### config.mk
export PLATFORM = sky130hd
export DESIGN_NAME = rv_multicycle_ctrl
export DESIGN_NICKNAME = d
export VERILOG_FILES = /design/src/rtl/rv_multicycle_ctrl.sv
export SDC_FILE = /design/constraint.sdc
export NUM_CORES = 1
export LEC_CHECK = 0
export CAP_MARGIN = 20
export CORE_UTILIZATION = 45
export CTS_CLUSTER_DIAMETER = 50
export CTS_CLUSTER_SIZE = 30
export DETAILED_ROUTE_END_ITERATION = 6
export PLACE_DENSITY = 0.85
export SETUP_SLACK_MARGIN = 0.1
export SYNTH_ARGS = -nofsm -noshare
export SYNTH_HDL_FRONTEND = slang
export SYNTH_SLANG_ARGS = --single-unit
### constraint.sdc
create_clock -name clk -period 4.2 [get_ports clk]
set_input_delay 0.63 -clock clk [delete_from_list [all_inputs] [get_ports clk]]
set_output_delay 0.63 -clock clk [all_outputs]
set_load 0.005 [all_outputs]
### src/rtl/rv_multicycle_ctrl.sv
// Multi-cycle RV32I control FSM: fetch/decode/execute/memory/write-back sequencing.
// Optional macro ILLEGAL_TRAP_EN: unknown opcodes park the FSM in TRAP instead of retiring as NOP.
module rv_multicycle_ctrl #(
  parameter int MEM_TIMEOUT = 16
) (
  input  logic        clk,
  input  logic        rst,
  input  logic        run,
  input  logic [31:0] inst,
  input  logic        alu_zero,
  input  logic        alu_neg,
  input  logic        mem_ready,
  output logic        ir_we,
  output logic        pc_we,
  output logic [1:0]  pc_src,
  output logic        reg_we,
  output logic        mem_req,
  output logic        mem_we,
  output logic [2:0]  imm_op,
  output logic [2:0]  alu_op,
  output logic        alu_src_b,
  output logic [1:0]  wb_sel,
  output logic        retire,
  output logic        err,
  output logic [2:0]  state_o
);
  typedef enum logic [2:0] {
    S_FETCH  = 3'd0,
    S_DECODE = 3'd1,
    S_EXEC   = 3'd2,
    S_MEM    = 3'd3,
    S_WB     = 3'd4,
    S_TRAP   = 3'd5
  } state_t;

  localparam logic [6:0] OP_R      = 7'b0110011;
  localparam logic [6:0] OP_I      = 7'b0010011;
  localparam logic [6:0] OP_LOAD   = 7'b0000011;
  localparam logic [6:0] OP_STORE  = 7'b0100011;
  localparam logic [6:0] OP_BRANCH = 7'b1100011;
  localparam logic [6:0] OP_LUI    = 7'b0110111;
  localparam logic [6:0] OP_JAL    = 7'b1101111;
  localparam logic [6:0] OP_JALR   = 7'b1100111;

  state_t      state, state_n;
  logic [31:0] ir;
  logic [7:0]  wait_cnt, wait_cnt_n;

  logic [6:0] opcode;
  logic [2:0] funct3;
  logic       is_r, is_i, is_load, is_store, is_branch, is_lui, is_jal, is_jalr, is_known;
  logic       br_taken, mem_timeout, in_decode;
  logic       unused_ir;

  assign opcode    = ir[6:0];
  assign funct3    = ir[14:12];
  assign unused_ir = ^{ir[31], ir[29:15], ir[11:7]};

  assign is_r      = (opcode == OP_R);
  assign is_i      = (opcode == OP_I);
  assign is_load   = (opcode == OP_LOAD);
  assign is_store  = (opcode == OP_STORE);
  assign is_branch = (opcode == OP_BRANCH);
  assign is_lui    = (opcode == OP_LUI);
  assign is_jal    = (opcode == OP_JAL);
  assign is_jalr   = (opcode == OP_JALR);
  assign is_known  = is_r | is_i | is_load | is_store | is_branch | is_lui | is_jal | is_jalr;

  // Unsupported branch funct3 codes fall through as not-taken.
  always_comb begin
    case (funct3)
      3'b000:  br_taken = alu_zero;
      3'b001:  br_taken = !alu_zero;
      3'b100:  br_taken = alu_neg;
      3'b101:  br_taken = !alu_neg;
      default: br_taken = 1'b0;
    endcase
  end

  // Memory handshake: mem_req stays high in MEM until a cycle with mem_ready=1
  // completes the access; err fires on the MEM_TIMEOUT-th consecutive wait cycle.
  assign mem_timeout = (wait_cnt == 8'(MEM_TIMEOUT - 1)) && !mem_ready;
  assign wait_cnt_n  = (state == S_MEM && !mem_ready && !mem_timeout) ? wait_cnt + 8'd1 : 8'd0;
  assign in_decode   = (state == S_DECODE) || (state == S_EXEC) || (state == S_MEM) || (state == S_WB);
  assign state_o     = state;

  always_ff @(posedge clk or negedge rst) begin
    if (!rst) begin
      state    <= S_FETCH;
      ir       <= 32'd0;
      wait_cnt <= 8'd0;
    end else begin
      state    <= state_n;
      wait_cnt <= wait_cnt_n;
      if (ir_we) ir <= inst;
    end
  end

  always_comb begin
    state_n = state;
    case (state)
      S_FETCH:  if (run) state_n = S_DECODE;
      S_DECODE: state_n = S_EXEC;
      S_EXEC: begin
        if (is_branch)                state_n = S_FETCH;
        else if (is_load || is_store) state_n = S_MEM;
        else if (is_known)            state_n = S_WB;
        else begin
`ifdef ILLEGAL_TRAP_EN
          state_n = S_TRAP;
`else
          state_n = S_FETCH;
`endif
        end
      end
      S_MEM: begin
        if (mem_ready)        state_n = is_store ? S_FETCH : S_WB;
        else if (mem_timeout) state_n = S_FETCH;
      end
      S_WB:     state_n = S_FETCH;
      S_TRAP:   state_n = S_TRAP;
      default:  state_n = S_FETCH;
    endcase
  end

  always_comb begin
    ir_we     = 1'b0;
    pc_we     = 1'b0;
    pc_src    = 2'd0;
    reg_we    = 1'b0;
    mem_req   = 1'b0;
    mem_we    = 1'b0;
    imm_op    = 3'd0;
    alu_op    = 3'd0;
    alu_src_b = 1'b0;
    wb_sel    = 2'd0;
    retire    = 1'b0;
    err       = 1'b0;

    // Datapath selects follow the IR from DECODE through WB.
    if (in_decode) begin
      if (is_store)       imm_op = 3'd1;
      else if (is_branch) imm_op = 3'd2;
      else if (is_jal)    imm_op = 3'd3;
      else if (is_lui)    imm_op = 3'd4;
      alu_src_b = is_i | is_load | is_store | is_jalr;
      if (is_branch) alu_op = 3'd1;
      else if (is_r || is_i) begin
        case (funct3)
          3'b000:  alu_op = (is_r && ir[30]) ? 3'd1 : 3'd0;
          3'b111:  alu_op = 3'd2;
          3'b110:  alu_op = 3'd3;
          3'b100:  alu_op = 3'd4;
          3'b010:  alu_op = 3'd5;
          default: alu_op = 3'd0;
        endcase
      end
    end

    case (state)
      S_FETCH: ir_we = run;
      S_EXEC: begin
        if (is_branch) begin
          pc_we  = 1'b1;
          pc_src = br_taken ? 2'd1 : 2'd0;
          retire = 1'b1;
        end else if (!is_known) begin
`ifndef ILLEGAL_TRAP_EN
          pc_we  = 1'b1;
          retire = 1'b1;
`endif
        end
      end
      S_MEM: begin
        mem_req = 1'b1;
        mem_we  = is_store;
        err     = mem_timeout;
        if (mem_ready && is_store) begin
          pc_we  = 1'b1;
          retire = 1'b1;
        end
      end
      S_WB: begin
        reg_we = 1'b1;
        pc_we  = 1'b1;
        retire = 1'b1;
        if (is_load)                wb_sel = 2'd1;
        else if (is_lui)            wb_sel = 2'd3;
        else if (is_jal || is_jalr) wb_sel = 2'd2;
        if (is_jal)       pc_src = 2'd1;
        else if (is_jalr) pc_src = 2'd2;
      end
      default: ;
    endcase
  end
endmodule

==> results of run 1 <==
[where the power goes]
group          leakage (nW)  total [mW]  internal (mW)  switching [mW]
combinational         0.370       0.360          0.207           0.153
clock                0.0279       0.163         0.0966          0.0659
sequential            0.281       0.408          0.277           0.131
total                 0.679       0.930          0.581           0.349
[stage by stage]
stage / instance area, um^2 / power (mW) / std cells / hold slack [ns] / utilization
3_3_place_gp: 1680 / 0.746 / 196 / 0.439 / 0.609
5_1_grt: 1730 / 0.995 / 200 / 0.494 / 0.628
4_1_cts: 1730 / 0.934 / 200 / 0.466 / 0.628
3_5_place_dp: 1680 / 0.769 / 196 / 0.448 / 0.609
6_report: 1730 / 0.930 / 200 / 0.464 / 0.628
2_1_floorplan: 1320 / 0.657 / 136 / 0.334 / -
[path summary, 6_finish.rpt]
path / startpoint / slack (ns) / endpoint
max in group asynchronous: rst / 2.79 / ir[6]
worst min-delay path: wait_cnt[0] / 0.46 / wait_cnt[0]
min in group asynchronous: rst / 0.83 / wait_cnt[6]
worst max-delay path: ir[3] / 0.99 / retire
worst min register to register: wait_cnt[0] / 0.46 / wait_cnt[0]
worst max register to register: ir[3] / 2.38 / state_o[0]
[synth_stat cells (all sizes together), types with 2 or more instances]
| master | number |
|---|---|
| dfrtp | 22 |
| nor2 | 14 |
| mux2 | 9 |
| buf | 8 |
| nand2 | 8 |
| inv | 7 |
| nor4 | 6 |
| nand3 | 5 |
| or3 | 5 |
| a21oi | 4 |
| nand3b | 4 |
| o21ai | 4 |
| xnor2 | 4 |
| xor2 | 4 |
| and3 | 3 |
| a211oi | 2 |
| a31oi | 2 |
| mux2i | 2 |
| nand2b | 2 |
| nor3 | 2 |
| nor4b | 2 |
| o211ai | 2 |
| o311ai | 2 |
[state kept, by name (all words and copies together), names as in the netlist]
| register | flops |
|---|---|
| ir | 11 |
| state_o | 3 |
| wait_cnt | 8 |
[logic make-up (layout without fill, tap and decap cells)]
| group | Yosys count | count (layout) |
|---|---|---|
| AOI/OAI and AO/OA | 20 | 20 |
| DFF | 22 | 22 |
| and+or+nand+nor | 58 | 58 |
| buffers and inverters | 16 | 49 |
| xor gates and xnor gates | 8 | 8 |
| muxes | 11 | 11 |
| adders and majority gates | 1 | 1 |
[final cells by class]
type,count,share of cell area
timing repair buffer,38,0.218
clock inverter,1,0.0173
sequential,22,0.318
clock buffer,3,0.0130
multi-input combinational,98,0.396
tap,31,0.0224
inverter,7,0.0152
[per-layer routing]
| metal | wire, um | up-vias | part of all wire |
|---|---|---|---|
| met5 | 0 | - | 0 |
| met4 | 37 | 0 | 0.013 |
| met3 | 182 | 7 | 0.065 |
| met2 | 1350 | 52 | 0.48 |
| met1 | 1250 | 529 | 0.44 |
| li1 | - | 553 | - |
[critical path: stages, from the launching register on]
cell and delay (ns):
dfrtp_1 0.47, nand3b_1 0.31, nor4_1 0.47, nand2_1 0.19
o211ai_1 0.27, clkdlybuf4s50_1 0.55
==> impl_metrics.yaml, run 1 <==
timing:
  setup_ws_ns: 0.988
  finalHoldViolCount: 0
  period_share: 0.765
  fin_tns_setup_ns: 0
  setup-violations-final: 0
  worst_pin_slew_ns: 0.955
  drv_slew: 0
  fin_skew_ns: 0.00179
  slew_headroom: 0.361
  fin_crit_ns: 3.21
  rsz0062_at_grt: "false"
  fmax_ghz: 0.311
cts:
  cts.sinks: 22
  cts_max_path_buffers: 2
  hold_buffers: 0
  h-tree-depth: 1
  post_cts_buffers: 0
  cts_tree: "built"
  cts.repair.resized: 0
  ctsRootBufferMaster: "clkbuf_4"
  numCtsBuffers: 3
  clkTransAtPathRegs_ns: 0.12
  clk_latency_ns: 0.31
detailed_routing:
  wire_per_inst_um: 14.1
  via_per_inst: 5.71
  drc_errors: 0
  antenna_left: 0
  drt-initial-drc-count: 40
  wirelength_mm: 2.82
  vias: 1141
  first_pass_iters: 4
placement:
  pre_cts_ws_ns: 1.22
  place_hpwl_mm: 2.17
  routabilityCongestion: 0.904
  portBuffers: 37
synthesis:
  post-synth-top-area-cell: "dfrtp_1"
  postSynth.asyncResetShare: 1.00
  synth_edf_count: 0
  synthXorXnorAreaFrac: 0.0530
  synth_flop_cell: "dfrtp_1"
  syn_avg_cell_area_um2: 9.72
  synthMuxAreaShare: 0.0919
  netlist_top_cells_area: "dfrtp_1 42%, mux2_2 7.7%, nor2_1 4.0%"
  yosys.area_share.adder: 0.00947
  synth-compound-area-share: 0.103
  synth-seq-area-share: 0.417
  ys_ff_latch: 22
  syn_area_um2: 1320
  synth_top_area_frac: 0.417
  synth_cell_type_count: 40
  synth_warnings: 0
  syn-num-nets: 175
  yosys.area_share.simple: 0.262
  syn_inst: 136
  synth_top_family_by_area: "simple AND/OR/NAND/NOR gates"
final_layout:
  diodes: 0
  layout_commonest_cell: "clkdlybuf4s50_1"
  syn2layout_area_growth_pct: 31.2
  final_cell_mix: "37 x clkdlybuf4s50_1, 22 x dfrtp_1, 14 x nor2_1"
  multi_input_area_um2: 687
  regArea_um2: 551
  fillers: 263
  nets: 209
  drive_above_1_share: 0.112
floorplanning:
  die_w_um: 56.2
  die-area_um2: 3160
  die_height_um: 56.2
  ioPinCount: 59
  coreArea_um2: 2760
  placementRows: 19
  initial_core_util: 0.479
grt:
  grtUsageMet2: 0.333
  busiest_layer: "met2"
  grt_antenna_before_repair: 0
  use_met1: 0.256
  grt_pass1_wl_mm: 4.85
  grtUsageMet3: 0.0302
  grt_start_max_net_pins: 23
  grt.overflow.total: 0
  track_usage: 0.197
  grt_pass1_vias: 1089
power:
  p_leak_nw: 0.679
  power_density_nw_per_um2: 537
  ir_drop_mv: 0.447
min_path:
  hold_path.class: "reg -> reg"
  whs_path_depth: 1
worst_setup_path:
  crit_arrival_ns: 2.58
  worstSetupStartpointType: "register"
  worstPathMaxFanout: 7
  r2r_cells: 4
  crit_type: "reg -> out"
  cp.required_ns: 3.57
  endpoint_kind: "primary output"
run_status:
  status: "complete, no violations"
job:
  drv_cap: 0
(Power assumes the default switching activity.)
==> run 2, diff against run 1 <==
--- a/config.mk
+++ b/config.mk
@@ -6,11 +6,11 @@
 export NUM_CORES = 1
 export LEC_CHECK = 0
 export CAP_MARGIN = 20
-export CORE_UTILIZATION = 45
+export CORE_UTILIZATION = 41
 export CTS_CLUSTER_DIAMETER = 50
 export CTS_CLUSTER_SIZE = 30
 export DETAILED_ROUTE_END_ITERATION = 6
-export PLACE_DENSITY = 0.85
+export PLACE_DENSITY = 0.79
 export SETUP_SLACK_MARGIN = 0.1
 export SYNTH_ARGS = -nofsm -noshare
 export SYNTH_HDL_FRONTEND = slang
==> constraint.sdc (replaced) <==
create_clock -name clk -period 3.26 [get_ports clk]
set_input_delay 0.489 -clock clk [delete_from_list [all_inputs] [get_ports clk]]
set_output_delay 0.489 -clock clk [all_outputs]
set_load 0.005 [all_outputs]
==> run 2 against run 1 <==
Count of clock-buffer cells in the layout stayed put. Clock power is 25% lower. Utilization is 5.2 points lower. Via count is 1.1% lower. Setup slack worse by 0.74 ns. Combinational power is 31% higher.
==> impl_metrics.yaml, run 2 (synthesized netlist as in run 1, its figures left out) <==
run_status:
  status: "complete, no violations"
power:
  power_density_nw_per_um2: 637
  p_leak_nw: 0.682
  ir_drop_mv: 0.359
worst_setup_path:
  crit_type: "reg -> out"
  r2r_cells: 4
  critPathMaxStageDelay_ns: 0.54
  crit_slowest_cell: "clkdlybuf4s50_1"
  endpoint_kind: "primary output"
  cp.required_ns: 2.77
  reg2reg_from: "state_o[2]"
  worstSetupStartpointType: "register"
  crit_arrival_ns: 2.52
  worstSetupStartpoint: "ir[3]"
  rr_endpoint: "state_o[1]"
  worstPathMaxFanout: 7
  worstPathCellList: "nand3b_1 -> or3_1 -> or4_1 -> o21ai_0 -> clkdlybuf4s50_1"
  reg2reg_slack_ns: 1.59
placement:
  place_hpwl_mm: 2.24
  routabilityCongestion: 0.884
  placed_area_um2: 1700
  portBuffers: 37
timing:
  fin_skew_ns: 0.00361
  drv_slew: 0
  slew_headroom: 0.749
  period_share: 0.924
  fin_crit_ns: 3.01
  rsz0062_at_grt: "false"
  setup-violations-final: 0
  fmax_ghz: 0.332
  fin_tns_setup_ns: 0
  holdWs_ns: 0.375
  worst_pin_slew_ns: 0.377
  finalHoldViolCount: 0
final_layout:
  syn2layout_area_growth_pct: 33.2
  multi_input_area_um2: 693
  largest_register_ffs: 11
  layout_commonest_cell: "clkdlybuf4s50_1"
  finalInstanceArea_um2: 1760
  top_register: "ir"
  diodes: 0
  final_cell_mix: "37 x clkdlybuf4s50_1, 22 x dfrtp_1, 14 x nor2_1"
  fillers: 280
  drive_above_1_share: 0.124
  nets: 211
  regArea_um2: 551
grt:
  grt_pass1_wl_mm: 5.06
  grt.overflow.total: 0
  grt_antenna_before_repair: 0
  grt_pass1_vias: 1097
  track_usage: 0.192
  grt_start_max_net_pins: 23
cts:
  h-tree-depth: 1
  clkTransAtPathRegs_ns: 0.12
  ctsRootBufferMaster: "clkbuf_4"
  numCtsBuffers: 3
  cts_max_path_buffers: 2
  clk_latency_ns: 0.30
  cts.sinks: 22
  cts_tree: "built"
floorplanning:
  ioPinCount: 59
  initial_core_util: 0.433
  die_w_um: 58.8
  die-area_um2: 3450
  die_height_um: 58.8
  coreArea_um2: 3050
  placementRows: 20
detailed_routing:
  first_pass_iters: 4
  vias: 1128
  wirelength_mm: 2.90
  drc_errors: 0
  drt-initial-drc-count: 33
  wire_per_inst_um: 13.5
  antenna_left: 0
  via_per_inst: 5.27
min_path:
  hold_path.class: "in -> async"
job:
  drv_cap: 0
-- run 2: changes by cell type in the layout (fill, tap and decap cells not counted), sizes merged --
| cell | delta |
|---|---|
| bufinv | -1 |
| buf | +2 |
-- run 2: worst max-delay path, delay by kind of cell (launching register included) --
| family | cells | cell delay (ns) |
|---|---|---|
| buffers and inverters | 1 | 0.54 |
| flip-flops | 1 | 0.47 |
| AND/OR/NAND/NOR | 3 | 1.10 |
| AO/OA/AOI/OAI | 1 | 0.11 |
-- run 2: what timing repair did --
| item | CTS | global route |
|---|---|---|
| gates resized for setup | 0 | 1 |
| setup buffers | 0 | 1 |
| hold buffers | 0 | 0 |
| endpoints found under the setup margin | 0 | 4 |
| endpoints found under the hold margin | 0 | 0 |
-- run 2: worst max path at each step --
| stage | end | slack [ns] | depth (start not counted) |
|---|---|---|---|
| 5_1_grt | pc_src[0] | 0.10 | 5 |
| 4_1_cts | pc_we | 0.20 | 5 |
| 6_report | pc_src[0] | 0.25 | 5 |
| 3_5_place_dp | pc_we | 0.55 | 5 |
| 3_3_place_gp | pc_src[0] | 0.56 | 6 |
| 2_1_floorplan | pc_src[0] | 1.23 | 5 |
-- run 2: layer usage --
metal / track usage / wire, um
met1: 0.254 / 1320
met2: 0.308 / 1370
met3: 0.0374 / 169
met4: 0.0782 / 31
met5: 0 / 0
-- run 2: power breakdown --
part	switching [mW]	leakage (nW)	internal (mW)
Sequential	0.169	0.281	0.357
Clock	0.0796	0.0138	0.0431
Combinational	0.197	0.387	0.276
Total	0.446	0.682	0.676
-- run 2: area by class of cell --
class	instances	share of cell area
Sequential cell	22	0.313
Clock buffer	3	0.0128
Inverter	7	0.0149
Multi-Input combinational cell	98	0.394
Timing Repair Buffer	40	0.235
Tap cell	44	0.0313
-- run 2: per-stage QoR --
stage	setup WS, ns	std cells	utilization	power (mW)
global route	0.102	214	0.577	1.21
global placement	0.565	209	0.556	0.963
finish	0.246	214	0.577	1.12
floorplan	1.23	136	-	0.846
detailed placement	0.554	209	0.556	0.990
CTS	0.202	212	0.563	1.11
